File: config.mk
export PLATFORM = sky130hd
export DESIGN_NAME = hazard_ctrl
export DESIGN_NICKNAME = d
export VERILOG_FILES = /design/src/rtl/hazard_ctrl.sv
export SDC_FILE = /design/constraint.sdc
export NUM_CORES = 1
export LEC_CHECK = 0
export CAP_MARGIN = 25
export CORE_MARGIN = 8
export CORE_UTILIZATION = 50
export CTS_BUF_LIST = sky130_fd_sc_hd__clkbuf_4
export DETAILED_ROUTE_END_ITERATION = 12
export PLACE_DENSITY = 0.85
export SLEW_MARGIN = 30
export SYNTH_ARGS = -nofsm -noshare
export SYNTH_HDL_FRONTEND = slang
export SYNTH_SLANG_ARGS = --single-unit
File: constraint.sdc
create_clock -name clk -period 5.6 [get_ports clk]
set_input_delay 1.12 -clock clk [delete_from_list [all_inputs] [get_ports clk]]
set_output_delay 1.12 -clock clk [all_outputs]
set_load 0.01 [all_outputs]
File: src/rtl/hazard_ctrl.sv
// Pipeline hazard controller: load-use stall, branch squash and mult/div EX
// occupancy, with a saturating stall-cycle counter for performance debug.
module hazard_ctrl #(
  parameter int unsigned MD_CYCLES = 4,
  parameter int unsigned CNT_W     = 3
) (
  input  logic        clk,
  input  logic        rst,
  input  logic [4:0]  IdRs,
  input  logic [4:0]  IdRt,
  input  logic        IdUsesRt,
  input  logic        IdMultiCycle,
  input  logic        ExMemtoReg,
  input  logic [4:0]  ExRt,
  input  logic        ExBranchTaken,
  output logic        PCWrite,
  output logic        IFIDWrite,
  output logic        IFIDFlush,
  output logic        IDEXWrite,
  output logic        IDEXFlush,
  output logic        MDBusy,
  output logic        MDDone,
  output logic [15:0] StallCnt
);

  localparam int unsigned SC_W = 16;
  localparam logic [SC_W-1:0] SC_MAX = '1;

  typedef enum logic {
    RUN     = 1'b0,
    MD_BUSY = 1'b1
  } state_e;

  state_e          state_q;
  logic [CNT_W-1:0] cnt_q;
  logic [SC_W-1:0]  stall_cnt_q;
  logic             lu;
  logic             br;

  // $zero destinations never create a load-use dependence
  assign lu = ExMemtoReg & (ExRt != 5'd0) &
              ((ExRt == IdRs) | (IdUsesRt & (ExRt == IdRt)));
  assign br = ExBranchTaken;

  // Pipeline controls are combinational so the registers act on this edge
  always_comb begin
    PCWrite   = 1'b1;
    IFIDWrite = 1'b1;
    IFIDFlush = 1'b0;
    IDEXWrite = 1'b1;
    IDEXFlush = 1'b0;
    MDBusy    = 1'b0;
    MDDone    = 1'b0;
    if (rst) begin
      PCWrite   = 1'b0;
      IFIDFlush = 1'b1;
      IDEXFlush = 1'b1;
    end else if (state_q == MD_BUSY) begin
      PCWrite   = 1'b0;
      IFIDWrite = 1'b0;
      IDEXWrite = 1'b0;
      MDBusy    = 1'b1;
      MDDone    = (cnt_q == CNT_W'(1));
    end else if (br) begin
      IFIDFlush = 1'b1;
      IDEXFlush = 1'b1;
    end else if (lu) begin
      PCWrite   = 1'b0;
      IFIDWrite = 1'b0;
      IDEXFlush = 1'b1;
    end
  end

  // State, occupancy counter and stall statistics
  always_ff @(posedge clk) begin
    if (rst) begin
      state_q     <= RUN;
      cnt_q       <= '0;
      stall_cnt_q <= '0;
    end else begin
      if (!PCWrite && (stall_cnt_q != SC_MAX)) begin
        stall_cnt_q <= stall_cnt_q + SC_W'(1);
      end
      case (state_q)
        RUN: begin
          if (!br && !lu && IdMultiCycle) begin
            state_q <= MD_BUSY;
            cnt_q   <= CNT_W'(MD_CYCLES - 1);
          end
        end
        MD_BUSY: begin
          if (cnt_q == CNT_W'(1)) begin
            state_q <= RUN;
          end else begin
            cnt_q <= cnt_q - CNT_W'(1);
          end
        end
        default: state_q <= RUN;
      endcase
    end
  end

  assign StallCnt = stall_cnt_q;

endmodule

==> results.py <==
metrics = {
    "run_status": {
        "outcome": "complete, no violations",
    },
    "critical_path": {
        "worst-r2r-cell-count": 7,
        "cp-endpoint": "PCWrite",
        "setup.worst_path.start": "ExRt[1]",
        "worstPathMaxFanout": 9,
        "r2r-end": "StallCnt[3]",
        "timing.critical_path.buf_inv": 2,
        "cp.required_ns": 4.48,
        "path_class": "input pin to output pin",
        "path_depth": 7,
        "max_stage_delay_ns": 0.58,
        "start_kind": "input pin",
        "cp_common_cell": "clkdlybuf4s50_1",
        "crit_path_end_kind": "output pin",
        "reg2reg_from": "StallCnt[0]",
        "crit_chain": "clkdlybuf4s50_1, or4_4, o21ai_2, nor2_1, a21oi_4, and2_1, clkdlybuf4s50_1",
        "worstPathArrival_ns": 3.37,
        "r2r_setup_slack_ns": 3.05,
        "cp_top_family": "buffers and inverters",
        "slowest_stage": "or4_4",
    },
    "timing": {
        "max_freq_ghz": 0.2228,
        "grt_setup_unrepaired": "false",
        "tightestPinTransition_ns": 0.8044,
        "tns_ns": 0,
        "fin_ws_ns": 1.112,
        "setup_violations": 0,
        "hold_viol_final": 0,
        "relSlewSlack_pct": 46.32,
        "drv_slew": 0,
        "fin_skew_ns": 0.005411,
        "fin_crit_sh_pct": 80.15,
        "min_period_ns": 4.488,
    },
    "clock_tree": {
        "cts_buffers": 3,
        "cts_tree": "yes",
        "post_cts_resized": 0,
        "clk_root_buffer_cell": "clkbuf_4",
        "h-tree-depth": 1,
        "postCtsHoldBufs": 0,
        "clk_latency_ns": 0.31,
        "cts_setup_buffers": 0,
        "clkTransAtPathRegs_ns": 0.11,
        "cts_sinks": 20,
        "ctsLongestPathBuffers": 2,
    },
    "routing": {
        "totalWireLength_um": 3512,
        "via_per_inst": 5.798,
        "vias": 1293,
        "wire_per_inst_um": 15.75,
        "ant_nets": 0,
        "drt_iter0_markers": 36,
        "drc": 0,
        "dr.pass1.iters": 4,
    },
    "synth": {
        "syn_avg_cell_area_sq_um": 8.253,
        "ys_ff_latch": 20,
        "ys_async_sr_fraction_pct": 0,
        "postSynth.topFlopCell": "dfxtp_1",
        "seq_area_frac_synth_pct": 32.13,
        "post_synth_num_cell_types": 42,
        "synth_area_sq_mm": 0.001246,
        "synth-edff-count": 0,
        "syn_nets": 175,
        "yosys_warnings": 0,
        "synth_cells": 151,
    },
    "power_and_ir_drop": {
        "peakVddDrop_mv": 0.1837,
        "leakage_nw": 0.5675,
        "powerDensity_mw_per_mm2": 168.9,
    },
    "placed_design": {
        "dp_hpwl_um": 2740,
        "finalWeightedCongestion": 0.8866,
        "pre_cts_ws_ns": 1.125,
        "port_buffers": 43,
    },
    "finish": {
        "fillers": 194,
        "final_cell_mix": "clkdlybuf4s50_1 (43), dfxtp_1 (20), nand2_1 (13)",
        "area_growth_pct": 36.55,
        "final_common_cell": "clkdlybuf4s50_1",
        "n_antenna_cell": 0,
        "multiInputGateArea_sq_um": 777.0,
        "regArea_sq_um": 400.4,
        "drive_gt1_share_pct": 6.218,
        "finalNetCount": 218,
    },
    "hold_path": {
        "hold_path_class": "flop to flop",
    },
    "floorplan": {
        "initial_core_util_pct": 51.71,
        "rows": 18,
        "fp.dieW_um": 65.93,
        "core_area_sq_mm": 0.002410,
        "io_pins": 44,
        "die_area_sq_mm": 0.004346,
        "die_h_um": 65.93,
    },
    "job": {
        "maxCapViolCount": 0,
    },
    "global_routing": {
        "globalRouteOverflowTotal": 0,
        "grt_pass1_wl_um": 5885,
        "first_global_vias": 1266,
        "antenna_found_initial": 0,
        "track_usage_pct": 16.65,
        "grt_start_max_net_pins": 24,
    },
}
-- layer usage --
| layer | part of all wire [%] | track usage (%) | routed length [um] |
|---|---|---|---|
| met1 | 39 | 17.85 | 1364 |
| met2 | 51 | 29.72 | 1793 |
| met3 | 8.5 | 4.915 | 300 |
| met4 | 1.5 | 6.540 | 53 |
| met5 | 0 | 0 | 0 |
-- worst min-delay path: cells and delay by family, from the launching register on --
kind             cells  cell delay [ns]
AND/OR/NAND/NOR      1             0.08
flip-flops           1             0.34
AO/OA/AOI/OAI        1             0.06
-- power breakdown --
part / internal [mW] / leakage, nW / switching (mW)
Combinational: 0.0346 / 0.390 / 0.0299
Clock: 0.0261 / 0.0154 / 0.0458
Sequential: 0.146 / 0.162 / 0.00490
-- final cells by class --
type | count | area share, %
Multi-Input combinational cell | 119 | 45.66
Timing Repair Buffer | 44 | 25.74
Sequential cell | 20 | 23.53
Tap cell | 30 | 2.206
Clock buffer | 3 | 1.324
Inverter | 6 | 1.324
Clock inverter | 1 | 0.2206
-- logic make-up after synthesis --
| group | count (synthesis) | share of synthesized area, % |
|---|---|---|
| AOI/OAI and AO/OA | 34 | 18.98 |
| adders and majority gates | 3 | 3.012 |
| and+or+nand+nor | 67 | 29.12 |
| DFF | 20 | 32.13 |
| muxes | 4 | 3.514 |
| xor gates and xnor gates | 11 | 7.731 |
| buffers and inverters | 12 | 5.522 |
-- cells in the mapped netlist (2+ instances only) --
library cell / n / area, sq um
dfxtp_1: 20 / 400.4
nand2_1: 13 / 48.80
a21oi_1: 12 / 60.06
nor2_1: 11 / 41.29
xnor2_1: 10 / 87.58
nand3_1: 8 / 40.04
or3_1: 8 / 50.05
nand4_1: 7 / 43.79
o21ai_1: 7 / 35.03
inv_1: 6 / 22.52
clkbuf_1: 4 / 15.01
nor4_1: 4 / 25.02
and2_1: 3 / 18.77
ha_1: 3 / 37.54
mux2_1: 3 / 33.78
nor2b_1: 3 / 18.77
o21a_1: 2 / 15.01
o31ai_1: 2 / 15.01
or4_1: 2 / 15.01
-- worst min-delay path by stage --
stage	from	end	slack, ns	depth (start not counted)
2_1_floorplan	cnt_q[0]	cnt_q[0]	0.46	2
3_3_place_gp	cnt_q[2]	cnt_q[2]	0.48	2
3_5_place_dp	cnt_q[2]	cnt_q[2]	0.49	2
4_1_cts	cnt_q[2]	cnt_q[2]	0.51	2
5_1_grt	cnt_q[0]	cnt_q[0]	0.54	2
6_report	cnt_q[2]	cnt_q[2]	0.51	2
-- sequential cells by signal (all words and copies together) (netlist names) --
signal	cells
StallCnt	16
cnt_q	3
state_q	1
-- per-stage QoR --
step	instances	hold WS [ns]	total power, mW	util [%]	instance area [sq um]
6_report	223	0.5142	0.2874	70.61	1702
5_1_grt	223	0.5409	0.2997	70.61	1702
4_1_cts	223	0.5078	0.2881	70.61	1702
3_5_place_dp	219	0.4904	0.2187	69.52	1675
3_3_place_gp	219	0.4778	0.2160	69.52	1675
2_1_floorplan	151	0.4642	0.1903	-	1246
No activity file was read; power rests on OpenSTA's default activity.
